==> config.mk <==
export PLATFORM = sky130hd
export DESIGN_NAME = updi_line_monitor
export DESIGN_NICKNAME = d
export VERILOG_FILES = /design/src/rtl/updi_line_monitor.sv
export SDC_FILE = /design/constraint.sdc
export NUM_CORES = 1
export LEC_CHECK = 0
export CAP_MARGIN = 20
export CORE_AREA = 2 2 39 41
export CTS_BUF_LIST = sky130_fd_sc_hd__clkbuf_4 sky130_fd_sc_hd__clkbuf_8
export DETAILED_ROUTE_END_ITERATION = 8
export DIE_AREA = 0 0 41 43
export PLACE_DENSITY = 0.43
export SLEW_MARGIN = 20
export SYNTH_ARGS = -nofsm -noshare
export SYNTH_HDL_FRONTEND = slang
export SYNTH_SLANG_ARGS = --single-unit
==> constraint.sdc <==
create_clock -name clk -period 1.03 [get_ports clk]
set_input_delay 0.206 -clock clk [delete_from_list [all_inputs] [get_ports clk]]
set_output_delay 0.206 -clock clk [all_outputs]
set_load 0.1 [all_outputs]
==> src/rtl/updi_line_monitor.sv <==
// UPDI RX front end: synchronizer, glitch filter, edge pulses and BREAK detection.
// Define UPDI_LINE_BREAK_EN to build the BREAK detector; otherwise break_pulse/in_break are tied low.
module updi_line_monitor #(
    parameter int SYNC_STAGES   = 2,
    parameter int FILTER_CLOCKS = 4,
    parameter int BREAK_CLOCKS  = 2400
) (
    input  logic clk,
    input  logic rst,
    input  logic rx_in,
    output logic line_o,
    output logic fall_pulse,
    output logic rise_pulse,
    output logic break_pulse,
    output logic in_break
);

    localparam int FLT_W = (FILTER_CLOCKS > 1) ? $clog2(FILTER_CLOCKS) : 1;
    localparam logic [FLT_W-1:0] FLT_LAST = FLT_W'(FILTER_CLOCKS - 1);

    logic [SYNC_STAGES-1:0] sync_r;
    logic [FLT_W-1:0]       flt_cnt_r;
    logic [FLT_W-1:0]       flt_nxt_s;
    logic                   sync_out_s;
    logic                   toggle_s;
    logic                   fall_now_s;
    logic                   rise_now_s;

    // Synchronizer chain; resets to the idle-high level so release creates no edge.
    always_ff @(posedge clk or posedge rst) begin
        if (rst) begin
            sync_r <= '1;
        end else begin
            sync_r <= {sync_r[SYNC_STAGES-2:0], rx_in};
        end
    end

    assign sync_out_s = sync_r[SYNC_STAGES-1];

    // Disagreement counter: toggle decision happens on the cycle the count would reach FILTER_CLOCKS.
    always_comb begin
        toggle_s  = 1'b0;
        flt_nxt_s = '0;
        if (sync_out_s != line_o) begin
            if (flt_cnt_r == FLT_LAST) begin
                toggle_s  = 1'b1;
                flt_nxt_s = '0;
            end else begin
                flt_nxt_s = flt_cnt_r + FLT_W'(1);
            end
        end else begin
            flt_nxt_s = '0;
        end
    end

    assign fall_now_s = toggle_s & line_o;
    assign rise_now_s = toggle_s & ~line_o;

    // Filtered line and edge pulses, all updated on the same edge.
    always_ff @(posedge clk or posedge rst) begin
        if (rst) begin
            flt_cnt_r  <= '0;
            line_o     <= 1'b1;
            fall_pulse <= 1'b0;
            rise_pulse <= 1'b0;
        end else begin
            flt_cnt_r  <= flt_nxt_s;
            line_o     <= line_o ^ toggle_s;
            fall_pulse <= fall_now_s;
            rise_pulse <= rise_now_s;
        end
    end

`ifdef UPDI_LINE_BREAK_EN
    localparam int LOW_W = $clog2(BREAK_CLOCKS + 1);
    localparam logic [LOW_W-1:0] LOW_LAST = LOW_W'(BREAK_CLOCKS - 1);

    typedef enum logic [1:0] {
        ST_IDLE  = 2'd0,
        ST_LOW   = 2'd1,
        ST_BREAK = 2'd2
    } state_t;

    state_t           state_r;
    logic [LOW_W-1:0] low_cnt_r;

    // Low-time FSM; a rise decided on the threshold cycle takes priority over BREAK.
    always_ff @(posedge clk or posedge rst) begin
        if (rst) begin
            state_r     <= ST_IDLE;
            low_cnt_r   <= '0;
            break_pulse <= 1'b0;
            in_break    <= 1'b0;
        end else begin
            break_pulse <= 1'b0;
            case (state_r)
                ST_IDLE: begin
                    if (fall_now_s) begin
                        state_r   <= ST_LOW;
                        low_cnt_r <= LOW_W'(1);
                    end else begin
                        state_r   <= ST_IDLE;
                    end
                end
                ST_LOW: begin
                    if (rise_now_s) begin
                        state_r   <= ST_IDLE;
                        low_cnt_r <= '0;
                    end else if (low_cnt_r == LOW_LAST) begin
                        state_r     <= ST_BREAK;
                        low_cnt_r   <= low_cnt_r + LOW_W'(1);
                        break_pulse <= 1'b1;
                        in_break    <= 1'b1;
                    end else begin
                        low_cnt_r <= low_cnt_r + LOW_W'(1);
                    end
                end
                ST_BREAK: begin
                    if (rise_now_s) begin
                        state_r   <= ST_IDLE;
                        low_cnt_r <= '0;
                        in_break  <= 1'b0;
                    end else begin
                        state_r   <= ST_BREAK;
                    end
                end
                default: begin
                    state_r   <= ST_IDLE;
                    low_cnt_r <= '0;
                    in_break  <= 1'b0;
                end
            endcase
        end
    end
`else
    typedef enum logic {
        ST_IDLE = 1'b0,
        ST_LOW  = 1'b1
    } state_t;

    state_t state_r;

    // Reduced FSM tracking only whether the filtered line is low.
    always_ff @(posedge clk or posedge rst) begin
        if (rst) begin
            state_r <= ST_IDLE;
        end else begin
            case (state_r)
                ST_IDLE: begin
                    if (fall_now_s) begin
                        state_r <= ST_LOW;
                    end else begin
                        state_r <= ST_IDLE;
                    end
                end
                ST_LOW: begin
                    if (rise_now_s) begin
                        state_r <= ST_IDLE;
                    end else begin
                        state_r <= ST_LOW;
                    end
                end
                default: begin
                    state_r <= ST_IDLE;
                end
            endcase
        end
    end

    assign break_pulse = 1'b0;
    assign in_break    = 1'b0;
`endif

endmodule
---- Word level (Yosys, flattened, before mapping) ----
Index checks and enable logic that the tools add are counted.
storage, ports and cells
  register bits ........................... 7
  input bits .............................. 3
  logic and storage cells ................. 16
operators by class
  add/subtract/negate cells ............... 1
  eq/ne operators ......................... 2
  multiplexer cells ....................... 4
  bitwise logic cells ..................... 4
operators by type and width
  operator                                     number
  2-to-1 mux 2 bit                             2
  adder 2 x 1 -> 2 bit, second input constant  1
  AND 1 bit                                    2
  equality test 2 bit, second input constant   1
  2-to-1 mux 1 bit                             2
  inequality test 1 bit                        1
  inverter 1 bit                               1
  XOR 1 bit                                    1

---- Logic depth before layout (Yosys ltp) ----
Gate-level depths: netlist of the first run.
  depth in word-level cells ............... 4
  mapped depth ............................ 3
  depth with buffers taken out ............ 3

---- Least setup slack after synthesis of the first run ----
No wires, ideal clock.
  kind .................................... register -> register
  from .................................... register with a tool-made name
  to ...................................... register flt_cnt_r[1]
  data arrival time ....................... 1.131 ns
  data required time ...................... 0.903 ns
  slack ................................... -0.228 ns
  cell stages (with the launch flop) ...... 3
  path through ............................ dfstp_2 -> xnor2_1 -> nor2b_1
RTL lines
  what                    RTL line  text
  end signal: assignment  67        flt_cnt_r <= flt_nxt_s;
  end: declaration        22        logic [FLT_W-1:0] flt_cnt_r;

==> impl_metrics.ini, run 1 <==
[status]
status = complete, but fails checks
violations = negative setup slack

[floorplanning]
dieHeight_um = 43
pin_count = 8
start_util_pct = 18.99
dieArea_um2 = 1763
rows = 14
die_x_um = 41
core_area_um2 = 1384

[power]
p_seq_share_pct = 34.9
power_mw = 1.166
p_switching_mw = 0.4406
p_clk_share_pct = 23.5
sw_frac_of_total_pct = 37.79
pwr-share-comb_pct = 41.6
ir_worst_vdd_mv = 1.033
cellLeakagePower_nw = 0.1841
power_density_nw_per_um2 = 2832
p_int_mw = 0.7251

[sta]
fin_ws_ns = -0.2268
holdWs_ns = 0.1721
finalCritPeriodShare_pct = 122.0
hold_viol = 0
rsz0062_at_grt = yes
max_freq_mhz = 795.7
fin_worst_skew_ns = 0.005794
period_needed_ns = 1.257
maxSlewViolCount = 0
setup_viol = 4

[worst_setup_path]
end_kind = output port
path_buf_inv = 1
worst-path-stages = 1
critPathSlowestCell = dfstp_4
crit_required_ns = 0.82
path_class = register to output port
path_cells = buf_12
critical_path_arrival_ns = 1.05
critPathTopFamily = flip-flops
crit_path_start_kind = register
reg2reg_depth = 3
worst-path-max-fanout = 2
slowest_delay_ns = 0.63

[cells_and_area]
fillers = 139
final_common_cell = clkbuf_4
n_antenna_cell = 0
syn_to_final_growth_pct = 56.67
final_cell_area_um2 = 411.6
final_cells = 45
final_nets = 34
drive_gt1_share_pct = 62.07
final_cell_mix = 4 x clkbuf_4, 3 x buf_12

[placement]
post_dp_cell_area_um2 = 370.4
numPortBuffers = 5
dp_hpwl_um = 289.2
placed_cells = 40
place_congestion = 0.6887
place_ws_ns = 0.005553

[route]
ant_nets = 0
drc = 0
route.met3.wl_um = 43
wl_met1_um = 133
dr_wl_met2_um = 181
first_pass_iters = 2
dr.first_iter.drc_count = 1
route.vias.total = 161
viasPerCell = 3.578
highest_layer = met3
drt-total-wl_um = 358
wl_per_cell_um = 7.956

[synthesis]
syn_inst = 20
ys_seq_area_share_pct = 68.10
yosysWarnings = 0
synth_seq_cells = 7
synth_area_um2 = 262.8
synth_area_per_cell_um2 = 13.14
ys_types = 13

[clocking]
clk_pin_slew_ns = 0.05
clk_path_buf_depth = 2
tritoncts = done
cts_made_buffers = 3
clk_latency_ns = 0.25
cts_sinks = 7
ctsHtreeMaxLevel = 1
hold_buffers = 0
root_buffer = clkbuf_4

[hold_path]
worstHoldPathType = primary input to asynchronous set/reset pin

[grt]
grt_pass1_vias = 177
overflow = 0
grt_pass1_wl_um = 662
grt_max_degree = 8
track_usage_pct = 6.402
antenna_found_initial = 0

[flow_run]
maxCapViolations = 0
## cells by family (layout without fill, tap and decap cells)
| group | after synthesis | count (layout) | share of synthesized area [%] |
|---|---|---|---|
| simple gates | 5 | 5 | 11.90 |
| other cells | 1 | 2 | 1.427 |
| flops | 7 | 7 | 68.10 |
| xor+xnor | 1 | 1 | 3.334 |
| compound gates | 1 | 1 | 1.903 |
| fa+ha+maj | 1 | 1 | 4.761 |
| buf+inv | 4 | 12 | 8.571 |
## path summary, 6_finish.rpt
kind,to,from,slack (ns)
worst max register to register,flt_cnt_r[1],register,-0.04
worst min-delay path,flt_cnt_r[0],rst,0.17
max in group asynchronous,sync_r[1],rst,0.59
min in group clk,sync_r[1],sync_r[0],0.35
worst max-delay path,line_o,register,-0.23
worst min register to register,sync_r[1],sync_r[0],0.35
## final cells by class
| cell class | count | area, um2 | share of cell area, % |
|---|---|---|---|
| clock buffer | 4 | 30.03 | 7.295 |
| sequential | 7 | 185.2 | 44.98 |
| tap | 16 | 20.02 | 4.863 |
| multi-input combinational | 10 | 81.33 | 19.76 |
| inverter | 2 | 7.507 | 1.824 |
| timing repair buffer | 6 | 87.58 | 21.28 |
## cells in the mapped netlist
master	instances	area share (%)
nor3b_1	1	2.9
buf_4	2	5.7
dfrtp_1	4	38
nor3_2	1	3.8
nor2_1	1	1.4
ha_1	1	4.8
nor2b_1	1	2.4
dfstp_2	3	30
inv_1	2	2.9
nand2_1	1	1.4
conb_1	1	1.4
xnor2_1	1	3.3
o21ai_0	1	1.9
## per-stage QoR
step           util, %  setup TNS [ns]
4_1_cts          29.48         -0.3658
3_3_place_gp     26.76               0
3_5_place_dp     26.76               0
2_1_floorplan        -         -0.2444
5_1_grt          29.75         -0.5153
6_report         29.75         -0.2998
## power by group through the flow
stage	clock [mW]	combinational [mW]	sequential (mW)
after floorplan	0	0.154	0.581
after global placement	0	0.430	0.424
after detailed placement	0	0.432	0.433
after CTS	0.288	0.480	0.409
after global routing	0.315	0.520	0.415
final	0.274	0.485	0.407
## worst register-to-register path, cell delays in order (launching register included)
cell	delay, ns
dfstp_4	0.63
buf_4	0.13
xnor2_2	0.12
nor2b_1	0.07
## metal layers
layer / global-route usage, % / vias to the layer above
met5: 0 / -
met4: 2.000 / 0
met3: 7.853 / 0
met2: 7.813 / 9
met1: 6.689 / 76
li1: - / 76
## repair_timing
item / in CTS / in global routing
pin swaps: 1 / 0
cloned: 0 / 0
endpoints found under the setup margin: 3 / 7
setup buffers: 1 / 0
gates resized for setup: 0 / 1
Power figures use the tool's default switching activity.
==> run 2, diff against run 1 <==
--- a/config.mk
+++ b/config.mk
@@ -5,7 +5,6 @@
 export SDC_FILE = /design/constraint.sdc
 export NUM_CORES = 1
 export LEC_CHECK = 0
-export CAP_MARGIN = 20
 export CORE_AREA = 2 2 39 41
 export CTS_BUF_LIST = sky130_fd_sc_hd__clkbuf_4 sky130_fd_sc_hd__clkbuf_8
 export DETAILED_ROUTE_END_ITERATION = 8
==> results of run 2 <==
Same layout as run 1: the final DEF is identical, and so are final timing and power.
==> run 3, diff against run 2 <==
--- a/config.mk
+++ b/config.mk
@@ -5,8 +5,10 @@
 export SDC_FILE = /design/constraint.sdc
 export NUM_CORES = 1
 export LEC_CHECK = 0
+export CAP_MARGIN = 20
 export CORE_AREA = 2 2 39 41
 export CTS_BUF_LIST = sky130_fd_sc_hd__clkbuf_4 sky130_fd_sc_hd__clkbuf_8
+export CTS_CLUSTER_DIAMETER = 50
 export DETAILED_ROUTE_END_ITERATION = 8
 export DIE_AREA = 0 0 41 43
 export PLACE_DENSITY = 0.43
==> results of run 3 <==
Same layout as run 1: the final DEF is identical, and so are final timing and power.
